--- src/rtl/sample_packetizer_pkg.sv ---
// Shared constants and FSM encoding for the serial uplink packetizer.
package sample_packetizer_pkg;

    // Header bytes carry the sync marker in bit 7; data bytes always have bit 7 clear.
    localparam logic        HDR_MARK = 1'b1;
    // Channel index occupies header bits [6:4].
    localparam int unsigned CH_POS   = 4;
    // Width of the per-byte MSB field in header bits [3:0].
    localparam int unsigned M_W      = 4;

    typedef enum logic [2:0] {
        StIdle,
        StLoad,
        StSend,
        StWaitHi,
        StWaitLo
    } pkt_state_e;

endpackage

--- src/rtl/frame_fifo.sv ---
// Show-ahead frame FIFO; a push into a full FIFO is accepted only alongside a pop.
module frame_fifo
    import sample_packetizer_pkg::*;
#(
    parameter int unsigned WIDTH = 64,
    parameter int unsigned DEPTH = 4
) (
    input  logic                     clk,
    input  logic                     rstn,
    input  logic                     push,
    input  logic [WIDTH-1:0]         wdata,
    input  logic                     pop,
    output logic [WIDTH-1:0]         rdata,
    output logic                     full,
    output logic                     empty,
    output logic [$clog2(DEPTH):0]   level
);

    localparam int unsigned AW = $clog2(DEPTH);

    logic [WIDTH-1:0] mem [DEPTH];
    logic [AW:0]      wr_ptr_q;
    logic [AW:0]      rd_ptr_q;
    logic             do_push;
    logic             do_pop;

    // Pointers carry one extra wrap bit so the difference is the occupancy.
    assign level   = wr_ptr_q - rd_ptr_q;
    assign full    = (level == (AW+1)'(DEPTH));
    assign empty   = (level == '0);
    assign do_pop  = pop & ~empty;
    assign do_push = push & (~full | do_pop);
    assign rdata   = mem[rd_ptr_q[AW-1:0]];

    // Storage write; contents need no reset since level gates every read.
    always_ff @(posedge clk) begin
        if (do_push) begin
            mem[wr_ptr_q[AW-1:0]] <= wdata;
        end
    end

    // Read/write pointer update.
    always_ff @(posedge clk or negedge rstn) begin
        if (!rstn) begin
            wr_ptr_q <= '0;
            rd_ptr_q <= '0;
        end else begin
            if (do_push) wr_ptr_q <= wr_ptr_q + 1'b1;
            if (do_pop)  rd_ptr_q <= rd_ptr_q + 1'b1;
        end
    end

endmodule

--- src/rtl/sample_packetizer.sv ---
// Frames NCH samples into 7-bit-safe byte packets for the serial transmitter.
module sample_packetizer
    import sample_packetizer_pkg::*;
#(
    parameter int unsigned NCH      = 2,
    parameter int unsigned NB       = 4,
    parameter int unsigned DEPTH    = 4,
    parameter int unsigned BUSY_TMO = 7
) (
    input  logic                       clk,
    input  logic                       rstn,
    input  logic                       enable,
    input  logic [7:0]                 decim,
    input  logic                       in_valid,
    input  logic [NCH*8*NB-1:0]        in_data,
    output logic [7:0]                 tx_byte,
    output logic                       tx_send,
    input  logic                       tx_busy,
    output logic                       pkt_active,
    output logic [$clog2(DEPTH):0]     fifo_level,
    output logic [15:0]                ovf_cnt
);

    localparam int unsigned SW      = 8 * NB;
    localparam int unsigned FW      = NCH * SW;
    localparam int unsigned TW      = $clog2(BUSY_TMO + 1);
    localparam logic [2:0]  LAST_CH = 3'(NCH - 1);
    localparam logic [2:0]  LAST_BI = 3'(NB);

    // Byte bi of channel ch: bi=0 is the header, bi=1..NB are data bytes LSB first.
    function automatic logic [7:0] pick_byte(input logic [FW-1:0] frame,
                                             input logic [2:0]    ch,
                                             input logic [2:0]    bi);
        logic [SW-1:0]  s;
        logic [M_W-1:0] m;
        logic [7:0]     b;
        s = frame[32'(ch)*SW +: SW];
        m = '0;
        for (int k = 0; k < int'(NB); k++) begin
            m[k] = s[8*k+7];
        end
        b = '0;
        if (bi == 3'd0) begin
            b[7]           = HDR_MARK;
            b[CH_POS +: 3] = ch;
            b[M_W-1:0]     = m;
        end else begin
            b = {1'b0, s[8*(32'(bi)-1) +: 7]};
        end
        return b;
    endfunction

    pkt_state_e       state_q, state_d;
    logic [FW-1:0]    frame_q;
    logic [7:0]       tx_byte_q;
    logic [2:0]       ch_q;
    logic [2:0]       bi_q;
    logic             pkt_active_q;
    logic [TW-1:0]    tmo_q;
    logic [7:0]       dec_cnt_q;
    logic [15:0]      ovf_q;

    logic             pop;
    logic             advance;
    logic             finish;
    logic             tmo_inc;
    logic             last_byte;
    logic             accept;
    logic             keep;
    logic             fifo_full;
    logic             fifo_empty;
    logic [FW-1:0]    fifo_rdata;

    assign accept     = in_valid & enable;
    assign keep       = accept & (dec_cnt_q == 8'd0);
    assign last_byte  = (ch_q == LAST_CH) && (bi_q == LAST_BI);

    assign tx_byte    = tx_byte_q;
    assign tx_send    = (state_q == StSend);
    assign pkt_active = pkt_active_q;
    assign ovf_cnt    = ovf_q;

    frame_fifo #(
        .WIDTH (FW),
        .DEPTH (DEPTH)
    ) u_fifo (
        .clk   (clk),
        .rstn  (rstn),
        .push  (keep),
        .wdata (in_data),
        .pop   (pop),
        .rdata (fifo_rdata),
        .full  (fifo_full),
        .empty (fifo_empty),
        .level (fifo_level)
    );

    // FSM state register.
    always_ff @(posedge clk or negedge rstn) begin
        if (!rstn) state_q <= StIdle;
        else       state_q <= state_d;
    end

    // Next-state and per-state control strobes.
    always_comb begin
        state_d = state_q;
        pop     = 1'b0;
        advance = 1'b0;
        finish  = 1'b0;
        tmo_inc = 1'b0;
        unique case (state_q)
            StIdle: begin
                if (!fifo_empty && !tx_busy) state_d = StLoad;
            end
            StLoad: begin
                pop     = 1'b1;
                state_d = StSend;
            end
            StSend: begin
                state_d = StWaitHi;
            end
            StWaitHi: begin
                // A transmitter that never raises busy must not stall the packet.
                if (tx_busy || (tmo_q == TW'(BUSY_TMO - 1))) state_d = StWaitLo;
                else                                         tmo_inc = 1'b1;
            end
            StWaitLo: begin
                if (!tx_busy) begin
                    if (last_byte) begin
                        finish  = 1'b1;
                        state_d = StIdle;
                    end else begin
                        advance = 1'b1;
                        state_d = StSend;
                    end
                end
            end
            default: state_d = StIdle;
        endcase
    end

    // Packet datapath: frame holding register, byte sequencing and busy timeout.
    always_ff @(posedge clk or negedge rstn) begin
        if (!rstn) begin
            frame_q      <= '0;
            tx_byte_q    <= '0;
            ch_q         <= '0;
            bi_q         <= '0;
            pkt_active_q <= 1'b0;
            tmo_q        <= '0;
        end else begin
            tmo_q <= tmo_inc ? tmo_q + 1'b1 : '0;
            if (pop) begin
                frame_q      <= fifo_rdata;
                tx_byte_q    <= pick_byte(fifo_rdata, 3'd0, 3'd0);
                ch_q         <= '0;
                bi_q         <= '0;
                pkt_active_q <= 1'b1;
            end else if (advance) begin
                if (bi_q == LAST_BI) begin
                    ch_q      <= ch_q + 3'd1;
                    bi_q      <= '0;
                    tx_byte_q <= pick_byte(frame_q, ch_q + 3'd1, 3'd0);
                end else begin
                    bi_q      <= bi_q + 3'd1;
                    tx_byte_q <= pick_byte(frame_q, ch_q, bi_q + 3'd1);
                end
            end else if (finish) begin
                pkt_active_q <= 1'b0;
            end
        end
    end

    // Input side: decimation counter and saturating overflow count.
    always_ff @(posedge clk or negedge rstn) begin
        if (!rstn) begin
            dec_cnt_q <= '0;
            ovf_q     <= '0;
        end else begin
            if (accept) begin
                if (dec_cnt_q == 8'd0) dec_cnt_q <= (decim > 8'd1) ? decim - 8'd1 : 8'd0;
                else                   dec_cnt_q <= dec_cnt_q - 8'd1;
            end
            // A pop in the same cycle frees a slot, so that case is not an overflow.
            if (keep && fifo_full && !pop && (ovf_q != 16'hFFFF)) begin
                ovf_q <= ovf_q + 16'd1;
            end
        end
    end

endmodule

--- config.mk ---
export PLATFORM = sky130hd
export DESIGN_NAME = sample_packetizer
export DESIGN_NICKNAME = d
export VERILOG_FILES = /design/src/rtl/sample_packetizer_pkg.sv /design/src/rtl/frame_fifo.sv /design/src/rtl/sample_packetizer.sv
export SDC_FILE = /design/constraint.sdc
export NUM_CORES = 1
export LEC_CHECK = 0
export CAP_MARGIN = 20
export CORE_UTILIZATION = 40
export DETAILED_ROUTE_END_ITERATION = 8
export GPL_ROUTABILITY_DRIVEN = 0
export PLACE_DENSITY = 0.67
export REMOVE_ABC_BUFFERS = 1
export SKIP_LAST_GASP = 1
export SYNTH_ARGS = -nofsm -noshare
export SYNTH_HDL_FRONTEND = slang
export SYNTH_SLANG_ARGS = --single-unit
--- constraint.sdc ---
create_clock -name clk -period 3.5 [get_ports clk]
set_clock_uncertainty 0.1 [all_clocks]
set_input_delay 0.7 -clock clk [delete_from_list [all_inputs] [get_ports clk]]
set_output_delay 0.7 -clock clk [all_outputs]
set_load 0.03 [all_outputs]
Yosys cells after proc, flatten, opt, wreduce, memory -nomap -nowiden
Memories as Yosys holds them, arrays and structs flattened.
Cells that the tools add are included.
Storage, ports and cells
  bits in registers: 115
  RAM bits: 256
  input port bits: 77
  output and inout port bits: 29
  word-level logic and storage cells: 97
  memories kept: 1
Cells by class
  add/subtract/negate cells: 10
  $lt $le $gt $ge: 1
  equality and inequality tests: 13
  shift-type cells: 3
  mux-type cells: 32
  bitwise operators: 7
  reductions and logical operators: 19
Memories
  u_fifo.mem: words 4, width 64, read ports 1, clocked after memory_dff 0, wr ports 1, line frame_fifo.sv:21  | logic [WIDTH-1:0] mem [DEPTH];
Operators by type and width (count)
  $shiftx A64 B9 Y32: 2
  $mux W8: 6
  $shiftx A32 B33 Y7: 1
  $mux W3: 10
  $add A16 B1 Y16 const B: 1
  $ne A16 B16 Y1 const B: 1
  $sub A8 B1 Y8 const B: 2
  $add A3 B1 Y3 const B: 5
  $pmux W3 S5: 1
  $mux W1: 14
  $eq A3 B3 Y1 const B: 4
  $logic_not A3 Y1: 3
  $gt A8 B1 Y1 const B: 1
  $logic_not A8 Y1: 1
  $ne A2 B2 Y1 const B: 4
  $eq A3 B1 Y1 const B: 2
  $eq A3 B2 Y1 const B: 2
  $reduce_bool A2 Y1: 3
  $logic_and A1 B1 Y1: 5
  $and A1 B1 Y1: 4
  $reduce_and A2 Y1: 2
  $sub A3 B1 Y4 const B: 1
  $logic_not A1 Y1: 3
  $reduce_and A3 Y1: 1
  5 further kinds: 6

Depth between registers and ports, before layout
  depth in word-level cells: 8
  mapped depth: 9
  mapped depth without buffers: 8

Hierarchy
A second synthesis with hierarchy kept.
Second synthesis, totals
  cell total of the unflattened synthesis: 1003
  area total of the unflattened synthesis: 15305.9 sq um
Modules (own cells, without submodules)
  frame_fifo: instances 1, cells an instance 377, area each 9679.3 sq um, seq. area each 7837.5 sq um
  sample_packetizer: instances 1, cells an instance 626, area each 5626.6 sq um, seq. area each 2727.6 sq um

Least setup slack after synthesis
OpenSTA, ideal clock, no wires.
  path type: register to register
  start: register u_fifo.wr_ptr_q[0]
  end: memory u_fifo.mem[3][0], enable pin
  library setup time: 0.430 ns
  data arrival time: 3.461 ns
  data required time: 2.970 ns
  setup slack: -0.492 ns
  stages on the path, launching flop included: 8
  path buffers: 0
  clock period less this slack: 3.992 ns
  cells stage by stage: dfrtp_1 > inv_1 > ha_1 > fa_1 > xor3_2 > nor3b_4 > nor3_2 > and2_1
Between the ends
  longest elaborated chain between the ends: 8
  elaborated cells on any way between the ends: 10
  those cells by class: add/sub: 1; eq/ne: 1; mux: 2; bitwise: 5; reduce/logical: 1
RTL lines
  from (decl): line frame_fifo.sv:22  | logic [AW:0] wr_ptr_q;
  from (signal assigned): line frame_fifo.sv:48  | if (do_push) wr_ptr_q <= wr_ptr_q + 1'b1;
  $sub A3 B3 Y3 (*): line frame_fifo.sv:28  | assign level = wr_ptr_q - rd_ptr_q;
  via fifo_level[2]: line sample_packetizer.sv:20  | output logic [$clog2(DEPTH):0] fifo_level,
  $logic_not A3 Y1: line frame_fifo.sv:30  | assign empty = (level == '0);
  $not A1 Y1: line frame_fifo.sv:31  | assign do_pop = pop & ~empty;
  $and A1 B1 Y1: line frame_fifo.sv:31
  $or A1 B1 Y1 (*): line frame_fifo.sv:32  | assign do_push = push & (~full | do_pop);
  $and A1 B1 Y1 (*): line frame_fifo.sv:32
  $mux W1 (*): line frame_fifo.sv:37  | if (do_push) begin
  $mux W1 (implied by the code) (*): line frame_fifo.sv:38  | mem[wr_ptr_q[AW-1:0]] <= wdata;
  to (decl): line frame_fifo.sv:21
Mark *: on every way through the listed nets, which the timed path passes. The rest lies on a longest branch.

Final worst setup path
  start: register u_fifo.wr_ptr_q[0]
  end: output fifo_level[1]
Between the ends
  longest elaborated chain between the ends: 1
RTL lines (line)
  $sub A3 B3 Y3: frame_fifo.sv:28
  to (decl): sample_packetizer.sv:20
No other way between the ends.

==> impl_metrics.json <==
{
  "vias_per_cell": 5.244,
  "syn_inst_count": 875,
  "grt_max_degree": 69,
  "cp_num_buf_inv": 3,
  "startpoint_type": "register",
  "cts-htree-levels": 2,
  "drv_slew": 0,
  "globalRouteTotalUtil_pct": 16.46,
  "post_cts_resize_count": 0,
  "grt_antenna_before_repair": 0,
  "synthesis.yosys.warnings": 0,
  "rows": 71,
  "crit_path_top_delay_cell": "sky130_fd_sc_hd__clkdlybuf4s50_1",
  "hold_viol": 0,
  "wl_mm": 31.30,
  "netlist-cell-type-count": 61,
  "worstPathRequired_ns": 2.70,
  "clkSlewWorstSetupHoldPaths_ns": 0.06,
  "timing.critical_path.cells": "inv_1 -> ha_1 -> fa_1 -> inv_1 -> clkdlybuf4s50_1",
  "placed_cells_incl_taps": 1476,
  "design_power_total_mw": 13.89,
  "die_h_um": 197.8,
  "worst_margin_pin_slew_ns": 1.026,
  "finalHoldWorstSlack_ns": 0.1008,
  "finalCritPeriodShare_pct": 93.63,
  "cap_violations": 0,
  "cts_made_buffers": 40,
  "netlist_area_um2": 15340,
  "flow.area_growth_from_synthesis_pct": 20.95,
  "final_cell_count_no_fill": 1549,
  "worstSetupEndpointType": "output pin",
  "syn_avg_cell_area_um2": 17.53,
  "final_common_cell": "sky130_fd_sc_hd__edfxtp_1",
  "ys_seq_elements": 371,
  "wire_per_inst_um": 20.21,
  "ir_drop_mv": 0.4086,
  "grt_setup_unrepaired": "no",
  "final_antenna_net_count": 0,
  "timing_startpoint_of_the_critical_path": "u_fifo.wr_ptr_q[0]",
  "finalWorstPathRequiredPeriod_ns": 3.277,
  "total_global_routing_overflow": 0,
  "grt_first_pass_wirelength_mm": 48.75,
  "num-nets-final": 1103,
  "yosysSeqAreaShare_pct": 68.89,
  "final_design_area_no_fill_um2": 18550,
  "postPlaceCellArea_um2": 17180,
  "crit-reg2reg-launch": "bi_q[0]",
  "antenna_cells": 0,
  "most-common-layout-cells": "256 x sky130_fd_sc_hd__edfxtp_1, 112 x sky130_fd_sc_hd__dfrtp_1, 103 x sky130_fd_sc_hd__clkdlybuf4s50_1",
  "postCtsHoldBufs": 0,
  "first_global_vias": 8492,
  "cp_slowest_stage_delay_ns": 0.68,
  "cp_data_arrival_time_ns": 2.48,
  "crit_fanout": 4,
  "route.vias.total": 8123,
  "number_of_flops_mapped_to_enable_cells_by_yosys": 256,
  "setup.worst_path.class": "reg -> out",
  "clock-root-buffer": "sky130_fd_sc_hd__clkbuf_16",
  "drtPass1Iterations": 7,
  "fmax_mhz": 305.2,
  "finalSetupTns_ns": 0,
  "maximum_buffer_depth_of_the_clock_tree": 3,
  "leakagePower_nw": 6.477,
  "worst_hold_path_type": "in -> async",
  "crit_path_frequent_cell": "sky130_fd_sc_hd__inv_1",
  "drt_first_iter_violations": 559,
  "drc_errors": 0,
  "timing.slew.headroom_pct": 31.62,
  "io_buffer_count": 105,
  "synth_top_flop_cell": "sky130_fd_sc_hd__edfxtp_1",
  "cts_sinks": 371,
  "initial_core_utilization_pct": 40.72,
  "dp_hpwl_mm": 20.10,
  "core-area_um2": 37670,
  "layout-drive-gt1-share_pct": 25.05,
  "clkLatencyLatePin_ns": 0.55,
  "boundaryPins": 106,
  "status": "finished clean",
  "cts_post_setup_buffers_inserted": 0,
  "cts_tree": "done",
  "pwr_density_cell_nw_per_um2": 749.0,
  "die-width_um": 197.8,
  "cp_top_family": "buffers and inverters",
  "die_area_um2": 39130,
  "postSynth.asyncResetShare_pct": 31.00,
  "finalSetupViolCount": 0
}
## layout make-up
class	instances	area, µm²
Clock buffer	59	1196
Multi-Input combinational cell	444	4527
Clock inverter	14	175.2
Timing Repair Buffer	134	1381
Sequential cell	371	10570
Inverter	16	60.06
Tap cell	511	639.4
Fill cell	3114	19120
## worst register-to-register path: cells and delay by family (launching register included)
kind,cells,cell delay [ns]
flops,1,0.59
mux,1,0.48
simple gates,1,0.15
buf+inv,1,0.17
compound gates,2,0.45
fa+ha+maj,1,0.93
## synth_stat cells, types with 9 or more instances
master,n,share of area [%]
sky130_fd_sc_hd__edfxtp_1,256,50
sky130_fd_sc_hd__dfrtp_1,115,19
sky130_fd_sc_hd__mux2_2,76,5.6
sky130_fd_sc_hd__mux4_2,68,10
sky130_fd_sc_hd__nor2_1,31,0.76
sky130_fd_sc_hd__nand2_1,25,0.61
sky130_fd_sc_hd__buf_2,23,0.75
sky130_fd_sc_hd__o21ai_0,23,0.75
sky130_fd_sc_hd__a21oi_1,20,0.65
sky130_fd_sc_hd__ha_1,18,1.5
sky130_fd_sc_hd__nand3_1,18,0.59
sky130_fd_sc_hd__mux2i_1,17,1.1
sky130_fd_sc_hd__inv_1,16,0.39
sky130_fd_sc_hd__xor2_1,16,0.91
sky130_fd_sc_hd__clkbuf_1,15,0.37
sky130_fd_sc_hd__nor3_1,13,0.42
sky130_fd_sc_hd__xnor2_1,10,0.57
sky130_fd_sc_hd__and2_1,9,0.37
## where the power goes
part | total [mW] | switching [mW] | internal (mW)
Combinational | 3.88 | 1.89 | 1.99
Sequential | 5.73 | 0.448 | 5.28
Clock | 4.29 | 1.68 | 2.60
## worst paths after layout
| kind | endpoint | cells past startpoint | slack (ns) |
|---|---|---|---|
| min in group clk | tmo_q[0] | 1 | 0.36 |
| min reg2reg | tmo_q[0] | 1 | 0.36 |
| max in group asynchronous | frame_q[25] | 2 | 2.48 |
| max reg2reg | tx_byte[0] | 6 | 0.49 |
| min | dec_cnt_q[2] | 1 | 0.10 |
| max | fifo_level[1] | 5 | 0.22 |
## logic make-up (layout without fill, tap and decap cells)
family / Yosys count / count (layout) / synth area share (%)
xor+xnor: 27 / 27 / 1.648
simple gates: 161 / 161 / 6.298
flops: 371 / 371 / 68.89
buf+inv: 60 / 223 / 1.705
compound gates: 76 / 76 / 3.190
fa+ha+maj: 19 / 19 / 1.599
mux: 161 / 161 / 16.67
## state kept, by name, summed over array words and instances, names as in the netlist
register	count
bi_q	3
ch_q	3
dec_cnt_q	8
frame_q	64
ovf_cnt	16
pkt_active	1
state_q	3
tmo_q	3
tx_byte	8
u_fifo.mem	256
u_fifo.rd_ptr_q	3
u_fifo.wr_ptr_q	3
## metal layers
layer,part of all wire [%],GRT usage (%)
met1,46,22.39
met3,4.2,2.947
met5,0,0
met4,1.7,4.364
met2,49,27.24
## metrics by stage
| stage | util, % | worst slack (ns) |
|---|---|---|
| 3_3_place_gp | 45.60 | 0.3941 |
| 4_1_cts | 49.24 | 0.08717 |
| 5_1_grt | 49.25 | 0.1154 |
| 6_report | 49.25 | 0.2229 |
| 2_1_floorplan | - | -2.848 |
| 3_5_place_dp | 45.60 | 0.3885 |
No activity file was read; power rests on OpenSTA's default activity.
